$ cat src/rtl/display_pkg.sv
// rtl/display_pkg.sv - shared constants and types for the display buffer loader
package display_pkg;

    localparam int DB_ADDR_W = 11;
    localparam int DB_DATA_W = 32;
    localparam int DB_WORDS  = 2048;

    // Bit positions within the control PIO; each level change is one request.
    localparam int CTRL_WR      = 0;
    localparam int CTRL_SWAP    = 1;
    localparam int CTRL_CLR     = 2;
    localparam int CTRL_OVR_CLR = 3;

    typedef enum logic {
        ST_IDLE  = 1'b0,
        ST_CLEAR = 1'b1
    } db_state_t;

endpackage

$ cat src/rtl/pio_toggle_detect.sv
// rtl/pio_toggle_detect.sv - two-stage level-change detector, one pulse per toggle
//
// Ports:
//   clk, rst_n : clock and asynchronous active-low reset
//   din        : toggle inputs (already in the clk domain)
//   pulse      : one-cycle pulse per bit whenever that bit's level changed
module pio_toggle_detect #(
    parameter int WIDTH = 4
) (
    input  logic             clk,
    input  logic             rst_n,
    input  logic [WIDTH-1:0] din,
    output logic [WIDTH-1:0] pulse
);

    logic [WIDTH-1:0] s1;
    logic [WIDTH-1:0] s2;

    // Both stages reset to 0, so an input already high at reset release
    // is seen as a toggle exactly like any other level change.
    always_ff @(posedge clk or negedge rst_n) begin
        if (!rst_n) begin
            s1 <= '0;
            s2 <= '0;
        end else begin
            s1 <= din;
            s2 <= s1;
        end
    end

    assign pulse = s1 ^ s2;

endmodule

$ cat src/rtl/display_buffer_loader.sv
// rtl/display_buffer_loader.sv - PIO-driven loader for a double-banked display RAM
//
// Ports:
//   clk_clk, reset_reset_n      : clock and asynchronous active-low reset
//   display_buffer_addr_export  : word address within the back bank
//   display_buffer_data_export  : pixel word
//   display_buffer_ctrl_export  : toggle requests {rsvd[7:4], ovr_clr, clear, swap, write}
//   frame_start                 : one-cycle pulse from the scanner at frame start
//   ram_wr_en/addr/data         : write port into the {bank, addr} display RAM
//   disp_bank                   : bank the scanner currently reads
//   status                      : {overrun, swap_pending, clearing}
module display_buffer_loader
    import display_pkg::*;
(
    input  logic                 clk_clk,
    input  logic                 reset_reset_n,
    input  logic [DB_ADDR_W-1:0] display_buffer_addr_export,
    input  logic [DB_DATA_W-1:0] display_buffer_data_export,
    input  logic [7:0]           display_buffer_ctrl_export,
    input  logic                 frame_start,
    output logic                 ram_wr_en,
    output logic [DB_ADDR_W:0]   ram_wr_addr,
    output logic [DB_DATA_W-1:0] ram_wr_data,
    output logic                 disp_bank,
    output logic [2:0]           status
);

    localparam logic [DB_ADDR_W-1:0] CNT_LAST = DB_ADDR_W'(DB_WORDS - 1);

    logic [DB_ADDR_W-1:0] addr_s1;
    logic [DB_DATA_W-1:0] data_s1;
    logic [3:0]           req;
    logic [DB_ADDR_W-1:0] clr_cnt;
    db_state_t            state;
    logic                 swap_pending;
    logic                 overrun;
    logic                 ovr_set;
    logic                 swap_now;
    logic                 unused_ctrl;

    assign unused_ctrl = ^display_buffer_ctrl_export[7:4];

    pio_toggle_detect #(.WIDTH(4)) u_toggle (
        .clk   (clk_clk),
        .rst_n (reset_reset_n),
        .din   (display_buffer_ctrl_export[3:0]),
        .pulse (req)
    );

    // swap_pending is the registered value, so a frame_start coinciding
    // with the swap request itself cannot complete that swap.
    assign swap_now = frame_start && swap_pending && (state == ST_IDLE);

    // Requests that cannot be honoured: write/clear while clearing, or a
    // second swap while one is still waiting for its frame.
    assign ovr_set = ((state == ST_CLEAR) && (req[CTRL_WR] || req[CTRL_CLR]))
                   || (req[CTRL_SWAP] && swap_pending);

    always_ff @(posedge clk_clk or negedge reset_reset_n) begin
        if (!reset_reset_n) begin
            addr_s1      <= '0;
            data_s1      <= '0;
            ram_wr_en    <= 1'b0;
            ram_wr_addr  <= '0;
            ram_wr_data  <= '0;
            disp_bank    <= 1'b0;
            swap_pending <= 1'b0;
            overrun      <= 1'b0;
            clr_cnt      <= '0;
            state        <= ST_IDLE;
        end else begin
            addr_s1   <= display_buffer_addr_export;
            data_s1   <= display_buffer_data_export;
            ram_wr_en <= 1'b0;

            case (state)
                ST_IDLE: begin
                    // A simultaneous write and clear: the write goes out now,
                    // the clear sweep begins on the following cycle.
                    if (req[CTRL_WR]) begin
                        ram_wr_en   <= 1'b1;
                        ram_wr_addr <= {~disp_bank, addr_s1};
                        ram_wr_data <= data_s1;
                    end
                    if (req[CTRL_CLR]) begin
                        state   <= ST_CLEAR;
                        clr_cnt <= '0;
                    end
                end
                ST_CLEAR: begin
                    ram_wr_en   <= 1'b1;
                    ram_wr_addr <= {~disp_bank, clr_cnt};
                    ram_wr_data <= '0;
                    clr_cnt     <= clr_cnt + 1'b1;
                    if (clr_cnt == CNT_LAST) begin
                        state <= ST_IDLE;
                    end
                end
                default: state <= ST_IDLE;
            endcase

            if (swap_now) begin
                disp_bank    <= ~disp_bank;
                swap_pending <= 1'b0;
            end else if (req[CTRL_SWAP]) begin
                swap_pending <= 1'b1;
            end

            if (ovr_set) begin
                overrun <= 1'b1;
            end else if (req[CTRL_OVR_CLR]) begin
                overrun <= 1'b0;
            end
        end
    end

    assign status = {overrun, swap_pending, state == ST_CLEAR};

endmodule

$ cat config.mk
export PLATFORM = sky130hd
export DESIGN_NAME = display_buffer_loader
export DESIGN_NICKNAME = d
export VERILOG_FILES = /design/src/rtl/display_pkg.sv /design/src/rtl/pio_toggle_detect.sv /design/src/rtl/display_buffer_loader.sv
export SDC_FILE = /design/constraint.sdc
export NUM_CORES = 1
export LEC_CHECK = 0
export ABC_AREA = 1
export CELL_PAD_IN_SITES_DETAIL_PLACEMENT = 2
export CELL_PAD_IN_SITES_GLOBAL_PLACEMENT = 2
export CORE_AREA = 2 2 107 134
export DETAILED_ROUTE_END_ITERATION = 7
export DIE_AREA = 0 0 109 136
export GPL_TIMING_DRIVEN = 0
export PLACE_DENSITY_LB_ADDON = 0.08
export SLEW_MARGIN = 20
export SYNTH_ARGS = -nofsm -noshare
export SYNTH_HDL_FRONTEND = slang
export SYNTH_HIERARCHICAL = 1
export SYNTH_SLANG_ARGS = --single-unit
export TNS_END_PERCENT = 20
$ cat constraint.sdc
create_clock -name clk_clk -period 1.5 [get_ports clk_clk]
set_input_delay 0.15 -clock clk_clk [delete_from_list [all_inputs] [get_ports clk_clk]]
set_output_delay 0.15 -clock clk_clk [all_outputs]
set_load 0.01 [all_outputs]
==> Implementation_results.wiki, run 1 <==
{| class="wikitable"
! Metric !! Value
|-
| Die footprint || 0.0148 mm²
|-
| Placed standard-cell area || 0.00521 mm²
|-
| Setup repair after global routing missed its margin || false
|-
| Worst Skew || 0.00879 ns
|-
| Final hold violations || 0
|-
| Ports || 103
|-
| Violation count after the first detailed-routing iteration || 85
|-
| GRT Total Usage || 0.153
|-
| Antenna diodes || 0
|-
| Critical Path, Cell by Cell || clkdlybuf4s50_1
|-
| Post-detailed-route DRC marker count || 0
|-
| Number of nets at the end of the flow || 538
|-
| FF+latch area || 0.00278 mm²
|-
| Tmin final || 1.43 ns
|-
| Post-Synthesis Cell Area || 0.00398 mm²
|-
| Instance count of the mapped netlist || 371
|-
| CP Data Arrival Time || 1.28 ns
|-
| Via density per instance || 4.53
|-
| Startpoint kind of the worst setup timing path || register
|-
| Outcome || completed
|-
| Crit path buf inv count || 1
|-
| Max-Cap Viols || 0
|-
| Clk Tree Root Cell || sky130_fd_sc_hd__clkbuf_16
|-
| Crit path depth || 1
|-
| Syn_nets || 426
|-
| Beginning of the worst register-to-register path || u_toggle/s1[0]
|-
| Setup violators final || 0
|-
| WP data required || 1.35 ns
|-
| Period utilization || 0.952
|-
| Critical Path Source || ram_wr_addr[4]
|-
| Cell type group with the largest total delay on the critical path || buffers and inverters
|-
| Cell total after placement || 645
|-
| Slew at the pin with the worst max-slew slack || 0.522 ns
|-
| Met1 Use GR || 0.188
|-
| Clock edge transition at the registers on the reported setup and hold paths || 0.08 ns
|-
| Detail Placement HPWL || 7.51 mm
|-
| Clock tree from TritonCTS || yes
|-
| Floorplan die height || 136 µm
|-
| Capturing point of the worst reg2reg path || ram_wr_data[27]
|-
| Worst Path Class, Setup || register to output port
|-
| Number of synthesized register bits || 111
|-
| Max frequency || 700 MHz
|-
| Met2 Usage GRT || 0.268
|-
| Global route hottest layer || met2
|-
| Leading area contributor after synthesis || sky130_fd_sc_hd__dfrtp_1
|-
| Die Wd || 109 µm
|-
| Standard cell with the maximum stage delay on the critical path || sky130_fd_sc_hd__clkdlybuf4s50_1
|-
| Met3 capacity usage during global routing || 0.0201
|-
| Standard cell core area || 0.0136 mm²
|-
| Post-Synthesis Mean Instance Area || 10.7 µm²
|-
| Pins over their slew limit || 0
|-
| Number of nets still failing antenna checks after routing || 0
|-
| Final core utilization || 0.404
|-
| IO Port Bufs || 98
|-
| Endpoint kind of the worst setup timing path || output port
|-
| R2r worst-path depth || 9
|-
| Congestion Overflow GR || 0
|-
| DRT Wirelength || 10.7 mm
|-
| Worst IR Drop VDD || 0.491 mV
|-
| Wire length of the first global-routing pass || 17.2 mm
|-
| Commonest cells after routing, fill and taps aside || sky130_fd_sc_hd__nand2_1, sky130_fd_sc_hd__dfrtp_1, sky130_fd_sc_hd__clkdlybuf4s50_1, sky130_fd_sc_hd__nand3_1, sky130_fd_sc_hd__inv_1
|-
| Relative area change from synthesis to final layout || 38.4%
|-
| Non-filler instance count after layout || 663
|-
| Cells taking the most area after synthesis || sky130_fd_sc_hd__dfrtp_1, sky130_fd_sc_hd__nand2_1, sky130_fd_sc_hd__nand3_1
|-
| CP max stage delay || 0.58 ns
|-
| Antenna violations before repair || 0
|-
| CTS H-tree lvls || 3
|-
| Gp weighted congestion || 0.799
|-
| Number of fill cells || 1471
|-
| Number of buffers on the longest clock path || 2
|-
| Area of the multi-input gates || 962 µm²
|-
| Number of clock buffers inserted by TritonCTS || 9
|-
| Worst-skew pair later-pin latency || 0.35 ns
|-
| Static leakage power || 2.66 nW
|-
| Number of distinct standard cells referenced by the synthesized netlist || 24
|-
| Critical path fanouts, max || 2
|-
| Hold/Removal Path Class || input pin to register
|-
| Maximum number of pins on one net before global-route repair || 59
|-
| Number of warnings issued by yosys || 6
|-
| Capturing instance or port of the critical path || ram_wr_addr[4]
|-
| Num Clock Sinks || 111
|-
| Share of layout cells above drive strength 1 || 0.0963
|-
| Routed wire length per instance || 16.1 µm
|-
| Vias in the first global route || 3317
|-
| Share of the yosys chip area belonging to registers || 0.698
|-
| Headroom to the max-slew limit || 0.652
|-
| Most common library cell in the layout ignoring fill and taps || sky130_fd_sc_hd__nand2_1
|-
| Fin Hold WS || 0.236 ns
|-
| P per Cell Area || 1220 mW/mm²
|-
| Area share of the largest cell type after synthesis || 0.698
|-
| Row cnt || 48
|-
| Final instance area || 0.00551 mm²
|-
| Starting Density || 0.292
|-
| Number of iterations in the first detailed-routing pass || 4
|-
| Flop-to-flop setup slack || 0.14 ns
|-
| Total vias in the final route || 3002
|}
==> cell type report <==
| type | count | share of cell area |
|---|---|---|
| Buffer | 20 | 0.0266 |
| Clock buffer | 11 | 0.0441 |
| Clock inverter | 5 | 0.00772 |
| Inverter | 26 | 0.0177 |
| Multi-Input combinational cell | 214 | 0.175 |
| Sequential cell | 111 | 0.504 |
| Tap cell | 175 | 0.0397 |
| Timing Repair Buffer | 101 | 0.186 |
==> sequential cells by signal (all words and copies together) (netlist names) <==
name,count
addr_s1,11
clr_cnt,11
data_s1,32
disp_bank,1
overrun,1
ram_wr_addr,12
ram_wr_data,32
ram_wr_en,1
state,1
swap_pending,1
u_toggle/s1,4
u_toggle/s2,4
==> per-stage QoR <==
step	total power, mW	worst slack (ns)	setup TNS (ns)
after global routing	7.10	0.00500	0
final	6.74	0.0716	0
after CTS	6.88	0.00423	0
after detailed placement	4.51	0.0230	0
after global placement	4.45	-4.18	-462.84
after floorplan	3.90	0.352	0
==> power breakdown <==
group          switching [mW]  leakage (nW)  total [mW]  internal [mW]
combinational           0.488          1.15       0.964          0.476
clock                    1.12         0.130        2.31           1.19
sequential              0.206          1.38        3.46           3.26
total                    1.82          2.66        6.74           4.92
==> logic make-up (layout without fill, tap and decap cells) <==
family,Yosys count,in the layout,share of synthesized area
AND/OR/NAND/NOR,191,191,0.205
XOR/XNOR,2,2,0.00440
AO/OA/AOI/OAI,20,20,0.0295
flip-flops,111,111,0.698
buffers and inverters,46,163,0.0607
adder cells (fa/ha/maj),1,1,0.00314
==> cells in the mapped netlist, drive strengths merged <==
cell type and number:
nand3 56, o211ai 5, ha 1, o21a 1, xnor2 2, a22oi 1, buf 18, a21oi 2
nor2 10, dfrtp 111, clkbuf 2, inv 26, o21ai 11, nand4 2, nand2 122, and2 1
==> what timing repair did <==
action	in CTS	in global routing
resized for setup	2	6
buffers inserted	1	0
endpoints found under the setup margin	3	22
hold buffers	1	0
endpoints found under the hold margin	53	0
==> metal layers <==
layer	wire [µm]	vias up
met4	165	0
met1	4420	1541
li1	-	1390
met3	357	14
met5	0	-
met2	5720	57
==> worst min path at each step <==
stage | to | cells after the start | from
finish | data_s1[28] | 1 | display_buffer_data_export[28]
global route | data_s1[21] | 1 | display_buffer_data_export[21]
CTS | data_s1[29] | 1 | display_buffer_data_export[29]
detailed placement | data_s1[21] | 1 | reset_reset_n
global placement | u_toggle/s2[2] | 0 | u_toggle/s1[2]
floorplan | addr_s1[0] | 0 | reset_reset_n
No activity file was read; power rests on OpenSTA's default activity.
==> run 2: changes to the inputs <==
--- a/config.mk
+++ b/config.mk
@@ -8,14 +8,13 @@
 export ABC_AREA = 1
 export CELL_PAD_IN_SITES_DETAIL_PLACEMENT = 2
 export CELL_PAD_IN_SITES_GLOBAL_PLACEMENT = 2
-export CORE_AREA = 2 2 107 134
+export CORE_AREA = 2 2 107 135
 export DETAILED_ROUTE_END_ITERATION = 7
-export DIE_AREA = 0 0 109 136
+export DIE_AREA = 0 0 109 137
 export GPL_TIMING_DRIVEN = 0
-export PLACE_DENSITY_LB_ADDON = 0.08
+export PLACE_DENSITY = 0.75
 export SLEW_MARGIN = 20
 export SYNTH_ARGS = -nofsm -noshare
 export SYNTH_HDL_FRONTEND = slang
-export SYNTH_HIERARCHICAL = 1
 export SYNTH_SLANG_ARGS = --single-unit
 export TNS_END_PERCENT = 20
==> Implementation_results.wiki, run 2 <==
{| class="wikitable"
! Metric !! Value
|-
| Outcome || completed
|-
| Number of iterations in the first detailed-routing pass || 4
|-
| CP Data Arrival Time || 1.28 ns
|-
| Post-Synthesis Mean Instance Area || 10.8 µm²
|-
| Placed standard-cell area || 0.00527 mm²
|-
| Detail Placement HPWL || 7.98 mm
|-
| Area share of the largest cell type after synthesis || 0.688
|-
| Instance count of the mapped netlist || 375
|-
| Share of the yosys chip area belonging to registers || 0.688
|-
| Cell type group with the largest total delay on the critical path || buffers and inverters
|-
| Setup repair after global routing missed its margin || false
|-
| Number of fill cells || 1469
|-
| Standard cell core area || 0.0136 mm²
|-
| Die Wd || 109 µm
|-
| Most common library cell in the layout ignoring fill and taps || sky130_fd_sc_hd__nand2_1
|-
| Endpoint kind of the worst setup timing path || output port
|-
| Number of flops mapped to enable cells by yosys || 0
|-
| Num Clock Sinks || 111
|-
| Final instance area || 0.00558 mm²
|-
| Die footprint || 0.0149 mm²
|-
| CTS H-tree lvls || 3
|-
| Clk Tree Root Cell || sky130_fd_sc_hd__clkbuf_16
|-
| Vias in the first global route || 3507
|-
| Final hold violations || 0
|-
| Post-CTS repair timing setup buffer count || 0
|-
| Period utilization || 0.957
|-
| Hold/Removal Path Class || input pin to register
|-
| Share of layout cells above drive strength 1 || 0.0998
|-
| GRT Total Usage || 0.164
|-
| Max frequency || 697 MHz
|-
| CP max stage delay || 0.56 ns
|-
| Syn_nets || 430
|-
| Violation count after the first detailed-routing iteration || 136
|-
| Post-layout power || 6.95 mW
|-
| Leading area contributor after synthesis || sky130_fd_sc_hd__dfrtp_1
|-
| Clock edge transition at the registers on the reported setup and hold paths || 0.08 ns
|-
| Standard cell with the maximum stage delay on the critical path || sky130_fd_sc_hd__clkdlybuf4s50_1
|-
| Static leakage power || 2.65 nW
|-
| Commonest cells after routing, fill and taps aside || sky130_fd_sc_hd__nand2_1, sky130_fd_sc_hd__dfrtp_1, sky130_fd_sc_hd__clkdlybuf4s50_1, sky130_fd_sc_hd__nand3_1, sky130_fd_sc_hd__inv_1
|-
| Starting Density || 0.296
|-
| Post-synth top cells || sky130_fd_sc_hd__nand2_1, sky130_fd_sc_hd__dfrtp_1, sky130_fd_sc_hd__nand3_1
|-
| Headroom to the max-slew limit || 0.695
|-
| Cell with the most instances after synthesis || sky130_fd_sc_hd__nand2_1
|-
| Post-detailed-route DRC marker count || 0
|-
| Antenna diodes || 0
|-
| Gp weighted congestion || 0.798
|-
| P per Cell Area || 1250 mW/mm²
|-
| Final core utilization || 0.409
|-
| Share of async-settable or async-resettable flops after synthesis || 1.00
|-
| Number of nets still failing antenna checks after routing || 0
|-
| Cell total after placement || 649
|-
| Post-Synthesis Cell Area || 0.00404 mm²
|-
| Max-Cap Viols || 0
|-
| Worst IR Drop VDD || 0.519 mV
|-
| Setup violators final || 0
|-
| Maximum number of pins on one net before global-route repair || 66
|-
| Number of distinct standard cells referenced by the synthesized netlist || 26
|-
| Relative area change from synthesis to final layout || 38.2%
|-
| Number of nets at the end of the flow || 541
|-
| Worst-skew pair later-pin latency || 0.35 ns
|-
| Number of warnings issued by yosys || 0
|-
| Startpoint kind of the worst setup timing path || register
|-
| Slew at the pin with the worst max-slew slack || 0.458 ns
|-
| Congestion Overflow GR || 0
|-
| Non-filler instance count after layout || 666
|-
| Crit path buf inv count || 1
|-
| DRT Wirelength || 11.3 mm
|-
| Routed wire length per instance || 17.0 µm
|-
| Row cnt || 48
|-
| Tmin final || 1.43 ns
|-
| Via density per instance || 4.55
|-
| Total vias in the final route || 3030
|-
| Top FF cell, synth || sky130_fd_sc_hd__dfrtp_1
|-
| Clock tree from TritonCTS || yes
|-
| Cells taking the most area after synthesis || sky130_fd_sc_hd__dfrtp_1, sky130_fd_sc_hd__nand2_1, sky130_fd_sc_hd__nand3_1
|-
| Floorplan die height || 137 µm
|-
| Number of buffers on the longest clock path || 2
|-
| WP data required || 1.35 ns
|-
| Registers with the most flip-flops || data_s1: 32 flops, ram_wr_data: 32 flops, ram_wr_addr: 12 flops
|-
| Pins over their slew limit || 0
|-
| Ports || 103
|-
| Number of clock buffers inserted by TritonCTS || 9
|-
| Critical path fanouts, max || 3
|-
| IO Port Bufs || 98
|-
| Critical Path, Cell by Cell || clkdlybuf4s50_1
|-
| Worst Path Class, Setup || register to output port
|-
| Number of synthesized register bits || 111
|-
| Worst Skew || 0.0114 ns
|-
| Wire length of the first global-routing pass || 18.4 mm
|-
| Antenna violations before repair || 0
|}
[run 2: changes by cell type after synthesis, moves of 3 or more]
cell	previous run	this run
sky130_fd_sc_hd__o211ai_1	5	0
sky130_fd_sc_hd__nand3_1	55	43
sky130_fd_sc_hd__buf_4	6	10
sky130_fd_sc_hd__nor2_1	7	10
sky130_fd_sc_hd__buf_2	7	3
sky130_fd_sc_hd__a21boi_0	0	3
sky130_fd_sc_hd__o21ai_1	6	11
sky130_fd_sc_hd__nand2_1	121	126
sky130_fd_sc_hd__inv_1	25	20
[run 2: cell families (layout without fill, tap and decap cells)]
| family | Yosys count | count (layout) | synth area share |
|---|---|---|---|
| simple gates | 191 | 191 | 0.203 |
| flops | 111 | 111 | 0.688 |
| buf+inv | 41 | 157 | 0.0595 |
| compound gates | 27 | 27 | 0.0372 |
| xor+xnor | 4 | 4 | 0.00868 |
| fa+ha+maj | 1 | 1 | 0.00310 |
[run 2: per-stage QoR]
step                hold WS [ns]  setup TNS, ns  setup WS (ns)
floorplan                 -0.146              0          0.329
global placement           0.382        -450.56          -4.07
detailed placement         0.118              0          0.107
CTS                        0.227              0         0.0379
global route               0.225              0        0.00541
finish                     0.233              0         0.0651
[run 2: layout make-up]
| type | instances | area (µm²) | area share |
|---|---|---|---|
| plain buffers | 18 | 146 | 0.0262 |
| clock buffers | 12 | 256 | 0.0460 |
| clock inverters | 4 | 52.6 | 0.00942 |
| inverters | 23 | 93.8 | 0.0168 |
| multi-input cells | 223 | 1020 | 0.183 |
| flip-flops and latches | 111 | 2780 | 0.498 |
| well taps | 175 | 219 | 0.0392 |
| repair buffers | 100 | 1010 | 0.182 |
[run 2: repair_timing]
item                                    in CTS  in global routing
gates resized for setup                      3                  1
endpoints found under the setup margin       3                  4
endpoints found under the hold margin       46                  0
hold buffers                                 1                  0
[run 2: per-layer routing]
| metal | GRT usage | vias to the layer above | part of all wire |
|---|---|---|---|
| met5 | 0 | - | 0 |
| met4 | 0.0548 | 0 | 0.018 |
| met3 | 0.0295 | 14 | 0.033 |
| met2 | 0.307 | 65 | 0.55 |
| met1 | 0.184 | 1550 | 0.39 |
| li1 | - | 1401 | - |
[run 2: report_power, final]
part           internal (mW)  leakage (nW)  total [mW]  switching, mW
Combinational          0.488          1.12       0.995          0.507
Sequential              3.25          1.37        3.48          0.227
Clock                   1.40         0.153        2.48           1.09
Total                   5.13          2.65        6.95           1.82
[run 2: final timing paths]
kind                                                    start             end  slack (ns)  depth (start not counted)
worst min-delay path            display_buffer_addr_export[0]      addr_s1[0]        0.23                          1
min in group asynchronous                       reset_reset_n      data_s1[0]        0.30                          2
worst min register to register                 u_toggle.s1[3]  u_toggle.s2[3]        0.40                          0
worst max register to register                          state     clr_cnt[10]        0.09                          7
worst max-delay path                                disp_bank       disp_bank        0.07                          1
max in group asynchronous                       reset_reset_n     data_s1[17]        0.54                          3
==> run 3: changes to the inputs <==
--- a/config.mk
+++ b/config.mk
@@ -8,11 +8,11 @@
 export ABC_AREA = 1
 export CELL_PAD_IN_SITES_DETAIL_PLACEMENT = 2
 export CELL_PAD_IN_SITES_GLOBAL_PLACEMENT = 2
-export CORE_AREA = 2 2 107 135
+export CORE_AREA = 4 4 121 123
 export DETAILED_ROUTE_END_ITERATION = 7
-export DIE_AREA = 0 0 109 137
+export DIE_AREA = 0 0 125 127
 export GPL_TIMING_DRIVEN = 0
-export PLACE_DENSITY = 0.75
+export PLACE_DENSITY = 0.76
 export SLEW_MARGIN = 20
 export SYNTH_ARGS = -nofsm -noshare
 export SYNTH_HDL_FRONTEND = slang
==> Implementation_results.wiki, run 3 (synthesis results as in run 2) <==
{| class="wikitable"
! Metric !! Value
|-
| Outcome || completed
|-
| Flop-to-flop setup slack || 0.06 ns
|-
| Endpoint kind of the worst setup timing path || register
|-
| Net switching share of the total power || 0.269
|-
| Row cnt || 43
|-
| Routed wire length per instance || 16.9 µm
|-
| Commonest cells after routing, fill and taps aside || sky130_fd_sc_hd__nand2_1, sky130_fd_sc_hd__dfrtp_1, sky130_fd_sc_hd__clkdlybuf4s50_1, sky130_fd_sc_hd__nand3_1, sky130_fd_sc_hd__inv_1
|-
| Critical path fanouts, max || 10
|-
| Starting Density || 0.295
|-
| Worst IR Drop VDD || 0.454 mV
|-
| Clock edge transition at the registers on the reported setup and hold paths || 0.07 ns
|-
| Worst Path Class, Setup || register to register
|-
| Maximum number of pins on one net before global-route repair || 65
|-
| Die footprint || 0.0159 mm²
|-
| Number of fill cells || 1451
|-
| Sequential cell fraction of total power || 0.507
|-
| Worst Skew || 0.0100 ns
|-
| Setup violators final || 0
|-
| Num Clock Sinks || 111
|-
| Vias in the first global route || 3520
|-
| IO Port Bufs || 98
|-
| Final total negative setup slack || 0 ns
|-
| Portion of total power attributed to combinational logic || 0.146
|-
| Number of iterations in the first detailed-routing pass || 4
|-
| Antenna diodes || 0
|-
| Floorplan die height || 127 µm
|-
| Tmin final || 1.44 ns
|-
| CTS H-tree lvls || 3
|-
| Final hold violations || 0
|-
| Routed length on met1 || 4.69 mm
|-
| Total net switching power || 1.84 mW
|-
| Pins over their slew limit || 0
|-
| Met2 WL || 6.14 mm
|-
| Post-detailed-route DRC marker count || 0
|-
| Static leakage power || 2.64 nW
|-
| Number of nets at the end of the flow || 543
|-
| Period utilization || 0.962
|-
| WP data required || 1.78 ns
|-
| GRT Total Usage || 0.150
|-
| Via density per instance || 4.50
|-
| DRT Wirelength || 11.4 mm
|-
| Worst-skew pair later-pin latency || 0.35 ns
|-
| Gp weighted congestion || 0.758
|-
| Violation count after the first detailed-routing iteration || 94
|-
| Max frequency || 693 MHz
|-
| Headroom to the max-slew limit || 0.681
|-
| Startpoint kind of the worst setup timing path || register
|-
| Congestion Overflow GR || 0
|-
| Slew at the pin with the worst max-slew slack || 0.478 ns
|-
| Uppermost routed layer || met4
|-
| Min setup slack post-route || 0.0576 ns
|-
| Post-layout power || 6.86 mW
|-
| FF+latch area || 0.00278 mm²
|-
| CP Data Arrival Time || 1.73 ns
|-
| Ports || 103
|-
| Wire length of the first global-routing pass || 18.7 mm
|-
| Setup slack at placement || 0.0875 ns
|-
| Standard cell core area || 0.0137 mm²
|-
| Max-Cap Viols || 0
|-
| Internal power || 5.02 mW
|-
| Relative area change from synthesis to final layout || 38.6%
|-
| Antenna violations before repair || 0
|-
| Total vias in the final route || 3028
|-
| Most common library cell in the layout ignoring fill and taps || sky130_fd_sc_hd__nand2_1
|-
| Routed wire length on met3 || 343 µm
|-
| Registers with the most flip-flops || data_s1: 32 flops, ram_wr_data: 32 flops, ram_wr_addr: 12 flops
|-
| Clk pwr share || 0.346
|-
| Clock tree from TritonCTS || yes
|-
| Detail Placement HPWL || 8.00 mm
|-
| Die Wd || 125 µm
|-
| Area of the multi-input gates || 0.00103 mm²
|-
| Clk Tree Root Cell || sky130_fd_sc_hd__clkbuf_16
|-
| Final core utilization || 0.409
|-
| Share of layout cells above drive strength 1 || 0.108
|-
| Hold/Removal Path Class || input pin to register
|-
| Number of buffers on the longest clock path || 2
|-
| Number of clock buffers inserted by TritonCTS || 9
|-
| P per Cell Area || 1230 mW/mm²
|-
| Number of nets still failing antenna checks after routing || 0
|}
run 3: cell types whose count changed in the layout (fill, tap and decap cells not counted):
cell | before | now
sky130_fd_sc_hd__buf_4 | 12 | 14
sky130_fd_sc_hd__bufinv_16 | 1 | 0
sky130_fd_sc_hd__clkbuf_8 | 2 | 3
sky130_fd_sc_hd__clkinv_2 | 1 | 0
sky130_fd_sc_hd__clkinvlp_4 | 0 | 1
sky130_fd_sc_hd__ha_1 | 1 | 0
sky130_fd_sc_hd__ha_2 | 0 | 1
sky130_fd_sc_hd__nand3_1 | 43 | 42
sky130_fd_sc_hd__nand3_2 | 3 | 4
run 3: area by class of cell:
type / count / area share
sequential: 111 / 0.497
timing repair buffer: 102 / 0.184
multi-input combinational: 223 / 0.183
clock buffer: 13 / 0.0483
tap: 180 / 0.0403
buffer: 18 / 0.0262
inverter: 23 / 0.0168
clock inverter: 3 / 0.00447
run 3: power by group through the flow:
| stage | clock network, mW | logic [mW] | registers, mW |
|---|---|---|---|
| 2_1_floorplan | 0 | 0.412 | 3.52 |
| 3_3_place_gp | 0 | 0.941 | 3.52 |
| 3_5_place_dp | 0 | 1.02 | 3.53 |
| 4_1_cts | 2.48 | 1.03 | 3.48 |
| 5_1_grt | 2.60 | 1.13 | 3.52 |
| 6_report | 2.38 | 1.00 | 3.48 |
run 3: worst max-delay path, cell delays in order (launching register included):
cell	delay [ns]
sky130_fd_sc_hd__dfrtp_1	0.39
sky130_fd_sc_hd__buf_4	0.14
sky130_fd_sc_hd__buf_6	0.13
sky130_fd_sc_hd__buf_6	0.15
sky130_fd_sc_hd__nor2_2	0.31
sky130_fd_sc_hd__nand2_1	0.14
sky130_fd_sc_hd__nand2_1	0.11
run 3: worst paths after layout:
kind	cells after the start	startpoint	end
max	6	state	clr_cnt[0]
min	1	display_buffer_addr_export[1]	addr_s1[1]
max reg2reg	6	state	clr_cnt[0]
min reg2reg	0	u_toggle.s1[3]	u_toggle.s2[3]
max in group asynchronous	3	reset_reset_n	ram_wr_en
min in group asynchronous	2	reset_reset_n	ram_wr_data[0]
run 3: through the flow:
stage	cell area [µm²]	hold slack [ns]	cells
CTS	5590	0.213	673
floorplan	4040	-0.146	375
detailed placement	5270	0.127	654
global placement	5240	0.381	653
finish	5590	0.232	673
global route	5590	0.220	673
run 3: routing by layer:
layer	up-vias	global-route usage
met1	1544	0.177
met5	-	0
met3	12	0.0272
met2	64	0.272
li1	1408	-
met4	0	0.0574
run 3: what timing repair did:
| action | 4_1_cts | 5_1_grt |
|---|---|---|
| resized for setup | 3 | 3 |
| setup endpoints to repair | 3 | 8 |
| buffers inserted | 2 | 0 |
| hold endpoints to repair | 47 | 0 |
| pin swaps | 0 | 0 |
| hold buffers | 1 | 0 |
